===== config.mk =====
export PLATFORM = sky130hd
export DESIGN_NAME = serial_frame_tx
export DESIGN_NICKNAME = d
export VERILOG_FILES = /design/src/rtl/serial_frame_tx.sv
export SDC_FILE = /design/constraint.sdc
export NUM_CORES = 1
export LEC_CHECK = 0
export CORE_MARGIN = 2
export CORE_UTILIZATION = 35
export DETAILED_ROUTE_END_ITERATION = 6
export SYNTH_ARGS = -nofsm -noshare
export SYNTH_HDL_FRONTEND = slang
export SYNTH_SLANG_ARGS = --single-unit

===== constraint.sdc =====
create_clock -name CLK -period 5.3 [get_ports CLK]
set_clock_uncertainty 0.2 [all_clocks]
set_input_delay 1.06 -clock CLK [delete_from_list [all_inputs] [get_ports CLK]]
set_output_delay 1.06 -clock CLK [all_outputs]
set_load 0.02 [all_outputs]

===== src/rtl/serial_frame_tx.sv =====
// serial_frame_tx: parallel-to-serial frame transmitter (start, LSB-first data, optional even parity, stop bits)
module serial_frame_tx #(
  parameter int WIDTH     = 8,
  parameter int PARITY_EN = 1,
  parameter int STOP_BITS = 1
) (
  input  logic             CLK,
  input  logic             RST,
  input  logic [WIDTH-1:0] DIN,
  input  logic             DIN_VALID,
  output logic             DIN_READY,
  output logic             SDO,
  output logic             SFRAME,
  output logic             BUSY,
  output logic             DONE,
  output logic [15:0]      FRAME_CNT
);
  typedef enum logic [2:0] {IDLE, START, DATA, PARITY, STOP} state_t;
  state_t state, state_d;
  logic [5:0] cnt, cnt_d;
  logic [WIDTH-1:0] sreg, sreg_d;
  logic par, par_d, xfer, last_data, last_stop;
  logic sdo_d, sframe_d, done_d, ready_d;
  logic [15:0] frame_cnt_d;
  assign xfer      = DIN_VALID && DIN_READY;
  assign last_data = cnt == 6'(WIDTH - 1);
  assign last_stop = cnt == 6'(STOP_BITS - 1);
  always_ff @(posedge CLK) begin
    if (RST) begin
      state     <= IDLE;
      cnt       <= '0;
      sreg      <= '0;
      par       <= 1'b0;
      SDO       <= 1'b1;
      SFRAME    <= 1'b0;
      BUSY      <= 1'b0;
      DONE      <= 1'b0;
      DIN_READY <= 1'b0;
      FRAME_CNT <= '0;
    end else begin
      state     <= state_d;
      cnt       <= cnt_d;
      sreg      <= sreg_d;
      par       <= par_d;
      SDO       <= sdo_d;
      SFRAME    <= sframe_d;
      BUSY      <= sframe_d;
      DONE      <= done_d;
      DIN_READY <= ready_d;
      FRAME_CNT <= frame_cnt_d;
    end
  end
  always_comb begin
    state_d = state;
    cnt_d   = cnt;
    sreg_d  = sreg;
    par_d   = par;
    case (state)
      IDLE: if (xfer) begin
        state_d = START;
        sreg_d  = DIN;
        par_d   = ^DIN;
      end
      START: begin
        state_d = DATA;
        cnt_d   = '0;
        sreg_d  = sreg >> 1;
      end
      DATA: if (last_data) begin
        state_d = (PARITY_EN != 0) ? PARITY : STOP;
        cnt_d   = '0;
      end else begin
        cnt_d  = cnt + 6'd1;
        sreg_d = sreg >> 1;
      end
      PARITY: state_d = STOP;
      STOP: if (last_stop) begin
        state_d = IDLE;
        cnt_d   = '0;
      end else cnt_d = cnt + 6'd1;
      default: state_d = IDLE;
    endcase
  end
  // Outputs are computed from the next state so each bit appears right after the edge that enters its state
  always_comb begin
    sdo_d       = state_d == START ? 1'b0 : state_d == DATA ? sreg[0] : state_d == PARITY ? par : 1'b1;
    sframe_d    = state_d != IDLE;
    done_d      = state == STOP && state_d == IDLE;
    ready_d     = state_d == IDLE;
    frame_cnt_d = FRAME_CNT + {15'd0, done_d};
  end
endmodule


# == Yosys cells after proc, flatten, opt, wreduce, memory -nomap -nowiden ==
# Cells that the tools add are included.
# word_totals
out_inout_bits,21
regBits,38
in_bits,11
# op_classes
addsub,2
n_eq_ne,10
n_mux,13
n_reduce_logical,11
# ops
cell,count
$pmux 8 s3,1
$pmux 6 s3,1
$add 16x1->16,1
$mux 8,2
$pmux 3 s5,1
$eq 3x2->1 const B,4
$mux 6,2
$mux 3,3
$reduce_bool 3->1,3
$reduce_xor 8->1,1
$add 6x1->6 const B,1
$eq 3x1->1 const B,2
$eq 6x3->1 const B,1
$logic_not 3->1,2
$logic_not 6->1,1
$ne 2x2->1 const B,2
$eq 3x3->1 const B,1
$mux 1,3
$reduce_and 3->1,1
$logic_and 1x1->1,2
$reduce_and 2->1,1

# == Logic depth before layout (Yosys ltp) ==
# Gate-level depths: netlist of the first run.
# logic_depth
depth_word,7
mapped_depth,11
depth_no_buf,11

# == Worst setup path before layout of the first run ==
# Ideal clock, no wire load.
# synth_timing
path_type,flip-flop to flip-flop
start,register state[1]
end,register FRAME_CNT[13]
setup_time_ns,0.123
period_less_slack_ns,2.464
arrival_ns,2.141
path_slack_ns,2.836
stages_incl_launch_ff,9
cell_sequence,dfxtp_1 > buf_2 > or3b_1 > nor2_1 > ha_1 > nand2_1 > nor4_2 > and3_1 > mux2_1
# synth_via
elab_chain_cells,5
word_cells_on_any_way,12
cone_classes,add/sub (1); eq/ne (4); mux (4); reduce/logical (3)
# synth_lines
item,line_no,rtl
"start, declared",19,"state_t state, state_d;"
"start signal, assigned",41,state <= state_d;
$eq 3x3->1 (tied with other cells),"58, 88",
$pmux 3 s5,58,case (state)
$logic_not 3->1,88,done_d = state == STOP && state_d == IDLE;
$logic_and 1x1->1 *,88,
net done_d,23,"logic sdo_d, sframe_d, done_d, ready_d;"
$add 16x1->16 *,90,"frame_cnt_d = FRAME_CNT + {15'd0, done_d};"
"end signal, assigned",50,FRAME_CNT <= frame_cnt_d;
"end, declared",16,output logic [15:0] FRAME_CNT
# The timed path passes the listed nets; every way through them passes the cells marked *.
# A chain may end at the register's enable or synchronous reset.

# == Worst setup path in the final report of the first run ==
# layout_timing
start,register state[2]
end,register FRAME_CNT[13]
# The elaborated chain is that of the path after synthesis.

==> flow_summary.ini, run 1 <==
[sta]
fin_crit_sh_pct = 54.0
tns_ps = 0
maxClockFrequency_mhz = 349
rsz0062_at_grt = false
final.min_clock_period_ps = 2860
hold_slack_ps = 276
worstMarginPinSlew_ps = 881
slew_headroom_pct = 41.1
timing.final.max_slew_violations = 0
setup_viol = 0
hold_viol_final = 0

[cts]
clockBufferDepth = 2
cts_hold_buf = 0
clock-sinks = 38
cts_max_level = 2
clock_latency_ps = 280
clk_pin_slew_ps = 70
cts_root_buf = clkbuf_8
numCtsBuffers = 5
post_cts_buffers = 0
cts-resized-gates = 0
cts_tree = done

[critical_path]
critPathBufInv = 0
start_kind = register
cp_data_arrival_time_ps = 2830
rrSetupSlack_ps = 2440
end_kind = register
crit_family = simple AND/OR/NAND/NOR gates
path_max_fanout = 14
path_cells = or3b_1, nor2_1, ha_1, nand2_1, nor4_2, and3_1, mux2_1
path_class = register to register
slowest_delay_ps = 600
cp_slowest_cell = dfxtp_1
worstPathRequired_ps = 5270

[synth]
synth_compound_area_share_pct = 13.0
synthDistinctLibCells = 41
synth_top_family_by_area = simple AND/OR/NAND/NOR gates
yosys-top-cells-area = dfxtp_1 (41%), xnor2_1 (5.2%), nor2_1 (4.9%)
synthCells = 211
yosysSeqAreaShare_pct = 41.2
yosys.area.top_type_share_pct = 41.2
yosysMostFrequentCell = dfxtp_1
muxShareOfSynthArea_pct = 5.56
synthAdderAreaFrac_pct = 2.71
synth_area_sq_um = 1840
ys_warn_count = 0
synth-simple-area-share_pct = 24.9
synth_common_cells = dfxtp_1 (38), nor2_1 (24), a21oi_1 (13), nor3_1 (13), xnor2_1 (11)
ys.flop_type = dfxtp_1
ys_ff_latch = 38
syn_avg_cell_area_sq_um = 8.74
syn_nets = 226
synth-async-reset-ratio_pct = 0
synth_xor_area_share_pct = 9.02
synth_top_area_cell = dfxtp_1
synth-edff-count = 0

[floorplan]
io_pins = 32
fp-row-count = 26
initial_core_util_pct = 36.1
die_h_microns = 76.6
core_sq_um = 5110
die_w_microns = 76.6
die_area_sq_um = 5870

[finish]
multi_input_area_sq_um = 1020
drive_gt1_share_pct = 5.37
n_fill_cell = 521
diodes = 0
seq_area_sq_um = 761
area_growth_pct = 25.0
final_nets = 256

[grt]
overflow = 0
antenna_found_initial = 0
grt_use_total_pct = 14.2
grt_pass1_vias = 1410
grt_pass1_wl_mm = 6.87
grt_start_max_net_pins = 26

[place]
dp_hpwl_mm = 2.76
gp_congestion = 0.751
portBuffers = 31

[routing]
via_per_inst = 5.00
first_pass_iters = 4
drcViolationCount = 0
vias = 1559
drt_wl_total_mm = 3.93
ant_nets = 0
initialDrtViolationCount = 114
wl_per_cell_microns = 12.6

[pwr]
powerDensity_nw_per_um2 = 258
vdd_drop_max_uv = 140
p_leak_nw = 0.846

[min_path]
hp-class = register to register

[run]
cap_violations = 0

[outcome]
status = finished clean
-- through the flow --
step	utilization, %	setup slack [ps]	power, mW	instances	cell area (sq um)
floorplan	-	2840	0.370	211	1840
global placement	43.3	2350	0.396	304	2210
detailed placement	43.3	2350	0.397	304	2210
CTS	45.1	2420	0.603	312	2310
global route	45.1	2210	0.627	312	2310
finish	45.1	2440	0.594	312	2310
-- area by class of cell --
class	instances	share of cell area [%]
repair buffers	33	14.1
inverters	5	0.814
well taps	70	3.80
clock buffers	6	3.58
flip-flops and latches	38	33.0
clock inverters	2	0.543
multi-input cells	158	44.2
-- worst paths after layout --
check           start  depth (start not counted)            end
min           sreg[7]                          2        sreg[7]
min reg2reg   sreg[7]                          2        sreg[7]
max reg2reg  state[2]                          7  FRAME_CNT[13]
max          state[2]                          7  FRAME_CNT[13]
-- layout by cell type, fill, tap and decap left out, types with 5 or more instances in the layout --
cell type / count
xor2_1: 8
nand3_1: 8
clkdlybuf4s50_1: 31
o21ai_1: 5
xnor2_1: 11
nor3_1: 13
dfxtp_1: 38
a211oi_1: 8
nor2b_1: 7
nand2_1: 10
inv_1: 5
mux2i_1: 8
nor2_1: 24
clkbuf_8: 6
a21oi_1: 13
-- state kept, by name (all words and copies together), names as in the netlist --
signal / flops
DIN_READY: 1
FRAME_CNT: 16
state: 3
cnt: 6
SDO: 1
par: 1
BUSY: 1
DONE: 1
sreg: 8
-- worst register-to-register path: cells and delay by family, from the launching register on --
kind | cells | cell delay, ps
mux | 1 | 310
flops | 1 | 600
simple gates | 5 | 1440
fa+ha+maj | 1 | 220
-- kinds of logic (layout without fill, tap and decap cells) --
logic type               after synthesis  after routing
flip-flops                            38             38
buffers and inverters                 15             46
XOR/XNOR                              19             19
AND/OR/NAND/NOR                       87             87
adder cells (fa/ha/maj)                4              4
multiplexers                          10             10
AO/OA/AOI/OAI                         38             38
-- layer usage --
metal	vias up	global-route usage, %	share of wire [%]
met4	0	4.91	0.87
met2	25	20.3	44
met1	720	21.1	51
li1	812	-	-
met3	2	2.84	3.3
met5	-	0	0
-- where the power goes --
part           leakage, nW  switching [mW]  internal [mW]
Sequential           0.309         0.00921          0.298
Clock               0.0472          0.0999          0.105
Combinational        0.490          0.0430         0.0393
Note: power is estimated with default switching activity, not from simulation.
==> run 2, diff against run 1 <==
==> constraint.sdc (replaced) <==
create_clock -name CLK -period 3 [get_ports CLK]
set_clock_uncertainty 0.2 [all_clocks]
set_input_delay 0.6 -clock CLK [delete_from_list [all_inputs] [get_ports CLK]]
set_output_delay 0.6 -clock CLK [all_outputs]
set_load 0.02 [all_outputs]
==> flow_summary.ini, run 2 (synthesized netlist as in run 1, its figures left out) <==
[grt]
antenna_found_initial = 0
grt_use_total_pct = 14.4
grt_start_max_net_pins = 41
overflow = 0
grt_pass1_wl_mm = 6.96
grt_pass1_vias = 1452

[run]
cap_violations = 0

[cts]
numCtsBuffers = 5
cts-resized-gates = 0
post_cts_buffers = 0
clock-sinks = 38
cts_hold_buf = 0
cts_tree = done
cts_root_buf = clkbuf_8
clk_pin_slew_ps = 70
clock_latency_ps = 290
cts_max_level = 2
clockBufferDepth = 2

[routing]
drcViolationCount = 0
via_per_inst = 5.05
drt_wl_total_mm = 4.08
initialDrtViolationCount = 69
wl_per_cell_microns = 12.9
vias = 1596
ant_nets = 0
first_pass_iters = 4

[sta]
slew_headroom_pct = 63.4
worstMarginPinSlew_ps = 548
final.min_clock_period_ps = 2710
hold_viol_final = 0
timing.final.max_slew_violations = 0
fin_crit_sh_pct = 90.5
setup_viol = 0
tns_ps = 0
rsz0062_at_grt = false
maxClockFrequency_mhz = 368

[critical_path]
r2r-start = cnt[0]
path_class = register to register
r2r_end = FRAME_CNT[13]
ff2ff_path_depth = 10
cp-endpoint = FRAME_CNT[13]
rrSetupSlack_ps = 290
cp_data_arrival_time_ps = 2690
cp-startpoint = cnt[0]
worstPathRequired_ps = 2970
end_kind = register
path_max_fanout = 5
start_kind = register

[floorplan]
die_area_sq_um = 5870
io_pins = 32
die_h_microns = 76.6
core_sq_um = 5110
fp-row-count = 26
initial_core_util_pct = 36.1
die_w_microns = 76.6

[outcome]
status = finished clean

[finish]
area_growth_pct = 26.8
largest_reg_flops = 16
multi_input_area_sq_um = 1020
diodes = 0
top_register = FRAME_CNT
mostFrequentLayoutCells = dfxtp_1 (38), clkdlybuf4s50_1 (31), nor2_1 (24)
final_cells = 316
seq_area_sq_um = 761
final_nets = 262
reg_top3 = FRAME_CNT (16), sreg (8), cnt (6)
n_fill_cell = 526
final_common_cell = dfxtp_1
drive_gt1_share_pct = 6.91

[pwr]
vdd_drop_max_uv = 236
powerDensity_nw_per_um2 = 447
power_mw = 1.04
p_leak_nw = 0.873

[place]
gp_congestion = 0.830
place_inst = 310
dp_hpwl_mm = 2.84
portBuffers = 31

[min_path]
hold_start = sreg[7]
hp-class = register to register
[run 2: cell type report]
| cell class | count | share of cell area [%] |
|---|---|---|
| timing repair buffer | 39 | 15.8 |
| multi-input combinational | 158 | 43.6 |
| clock buffer | 6 | 3.53 |
| tap | 70 | 3.75 |
| sequential | 38 | 32.5 |
| inverter | 5 | 0.803 |
[run 2: worst min-delay path by stage]
| stage | end | slack [ps] | depth (start not counted) |
|---|---|---|---|
| finish | sreg[7] | 280 | 2 |
| floorplan | sreg[7] | 240 | 2 |
| CTS | sreg[7] | 280 | 2 |
| global route | sreg[7] | 300 | 2 |
| global placement | sreg[7] | 260 | 2 |
| detailed placement | sreg[7] | 270 | 2 |
[run 2: per-stage QoR]
step                worst slack [ps]  util, %  cell area [sq um]  hold WS [ps]
floorplan                        536        -               1840           243
global placement                 384     44.2               2260           263
detailed placement               274     44.2               2260           269
CTS                              263     45.8               2340           277
global route                    16.1     45.8               2340           302
finish                           286     45.8               2340           278
[run 2: report_power, final]
part / internal, mW / leakage, nW / switching (mW)
registers: 0.527 / 0.309 / 0.0114
logic: 0.0732 / 0.521 / 0.0819
clock network: 0.177 / 0.0431 / 0.174
total: 0.777 / 0.873 / 0.267
[run 2: critical path: stages (launching register included)]
cell     delay (ps)
dfxtp_1         340
inv_1            80
ha_1            130
nor2b_1         250
nand2_1         110
nor2_1          170
ha_1            220
nand2_1         130
nor4_2          440
and3_1          230
mux2_1          310
[run 2: metal layers]
layer / vias up / share of wire (%) / global-route usage (%)
li1: 819 / - / -
met1: 747 / 52 / 20.2
met2: 25 / 43 / 21.3
met3: 5 / 3.2 / 2.73
met4: 0 / 1.6 / 6.55
met5: - / 0 / 0
==> run 3, diff against run 2 <==
--- a/config.mk
+++ b/config.mk
@@ -8,6 +8,7 @@
 export CORE_MARGIN = 2
 export CORE_UTILIZATION = 35
 export DETAILED_ROUTE_END_ITERATION = 6
+export GPL_TIMING_DRIVEN = 0
 export SYNTH_ARGS = -nofsm -noshare
 export SYNTH_HDL_FRONTEND = slang
 export SYNTH_SLANG_ARGS = --single-unit
==> flow_summary.ini, run 3 (synthesized netlist as in run 1, its figures left out) <==
[critical_path]
end_kind = register
path_class = register to register
worstPathRequired_ps = 2970
start_kind = register
rrSetupSlack_ps = 180
r2r-start = state[1]
path_cells = buf_2, or3b_1, nor2_1, ha_1, nand2_1, nor4_2, and3_1, mux2_1
r2r_end = FRAME_CNT[13]
ff2ff_path_depth = 8
crit_family = simple AND/OR/NAND/NOR gates
cp-startpoint = state[1]
cp_data_arrival_time_ps = 2790
cp_slowest_cell = nor4_2
critPathBufInv = 1
slowest_delay_ps = 450
path_max_fanout = 10

[min_path]
hp-class = register to register
hold_end = sreg[7]
worstHoldPathCells = 2
hold_start = sreg[7]

[outcome]
status = finished clean

[sta]
slew_headroom_pct = 38.1
setup_viol = 0
maxClockFrequency_mhz = 355
timing.final.max_slew_violations = 0
fin_crit_sh_pct = 93.9
fin_ws_ps = 184
hold_viol_final = 0
worstMarginPinSlew_ps = 921
tns_ps = 0
final.min_clock_period_ps = 2820
rsz0062_at_grt = false

[finish]
final_cells = 319
reg_top3 = FRAME_CNT (16), sreg (8), cnt (6)
top_register = FRAME_CNT
mostFrequentLayoutCells = dfxtp_1 (38), clkdlybuf4s50_1 (31), nor2_1 (24)
drive_gt1_share_pct = 6.02
final_util_pct = 45.4
final_common_cell = dfxtp_1
largest_reg_flops = 16
final_nets = 264
diodes = 0
area_growth_pct = 25.8

[cts]
clk_pin_slew_ps = 70
clockBufferDepth = 2
cts-resized-gates = 0
cts_root_buf = clkbuf_8
cts_tree = done
numCtsBuffers = 5
cts_hold_buf = 0
post_cts_buffers = 0
clock-sinks = 38
clock_latency_ps = 290
cts_max_level = 2

[grt]
overflow = 0
antenna_found_initial = 0
grt_pass1_vias = 1453
grt_start_max_net_pins = 12
grt_use_total_pct = 14.4
grt_pass1_wl_mm = 6.86

[routing]
first_pass_iters = 4
vias = 1585
initialDrtViolationCount = 46
wl_per_cell_microns = 12.7
drt_wl_total_mm = 4.04
via_per_inst = 4.97
ant_nets = 0
drcViolationCount = 0

[floorplan]
die_area_sq_um = 5870
io_pins = 32
core_sq_um = 5110
fp-row-count = 26
initial_core_util_pct = 36.1
die_h_microns = 76.6
die_w_microns = 76.6

[pwr]
vdd_drop_max_uv = 240
powerDensity_nw_per_um2 = 442
power_mw = 1.03
p_leak_nw = 0.862

[place]
place_inst = 312
dp_hpwl_mm = 2.86
gp_congestion = 0.718
post-place-ws_ps = 188
portBuffers = 31

[run]
cap_violations = 0
[run 3: layout make-up]
class	instances	area, sq um
fill	539	2790
multi-input combinational	158	1020
sequential	38	761
timing repair buffer	31	310
tap	70	87.6
clock buffer	5	68.8
buffer	10	46.3
inverter	5	18.8
clock inverter	2	10.0
[run 3: worst max-delay path by stage]
stage / endpoint / slack (ps) / cells past startpoint
after floorplan: FRAME_CNT[13] / 540 / 8
after global placement: FRAME_CNT[13] / 180 / 8
after detailed placement: FRAME_CNT[13] / 190 / 8
after CTS: FRAME_CNT[13] / 180 / 8
after global routing: FRAME_CNT[13] / 2 / 10
final: FRAME_CNT[13] / 180 / 8
[run 3: worst register-to-register path: stages (launching register included)]
cell and delay (ps):
dfxtp_1 370, buf_2 200, or3b_1 410, nor2_1 140, ha_1 230, nand2_1 150
nor4_2 450, and3_1 240, mux2_1 310
[run 3: layer usage]
metal / wire (microns) / GRT usage (%) / vias up
li1: - / - / 830
met1: 2010 / 18.8 / 722
met2: 1830 / 23.3 / 26
met3: 136 / 3.20 / 7
met4: 61 / 5.45 / 0
met5: 0 / 0 / -
[run 3: report_power, final]
part           internal (mW)  switching, mW
Combinational         0.0723         0.0803
Clock                  0.156          0.177
Sequential             0.527         0.0130
[run 3: through the flow]
| stage | cell area, sq um | hold WS (ps) |
|---|---|---|
| 2_1_floorplan | 1840 | 243 |
| 3_3_place_gp | 2240 | 264 |
| 3_5_place_dp | 2240 | 276 |
| 4_1_cts | 2320 | 289 |
| 5_1_grt | 2320 | 321 |
| 6_report | 2320 | 288 |
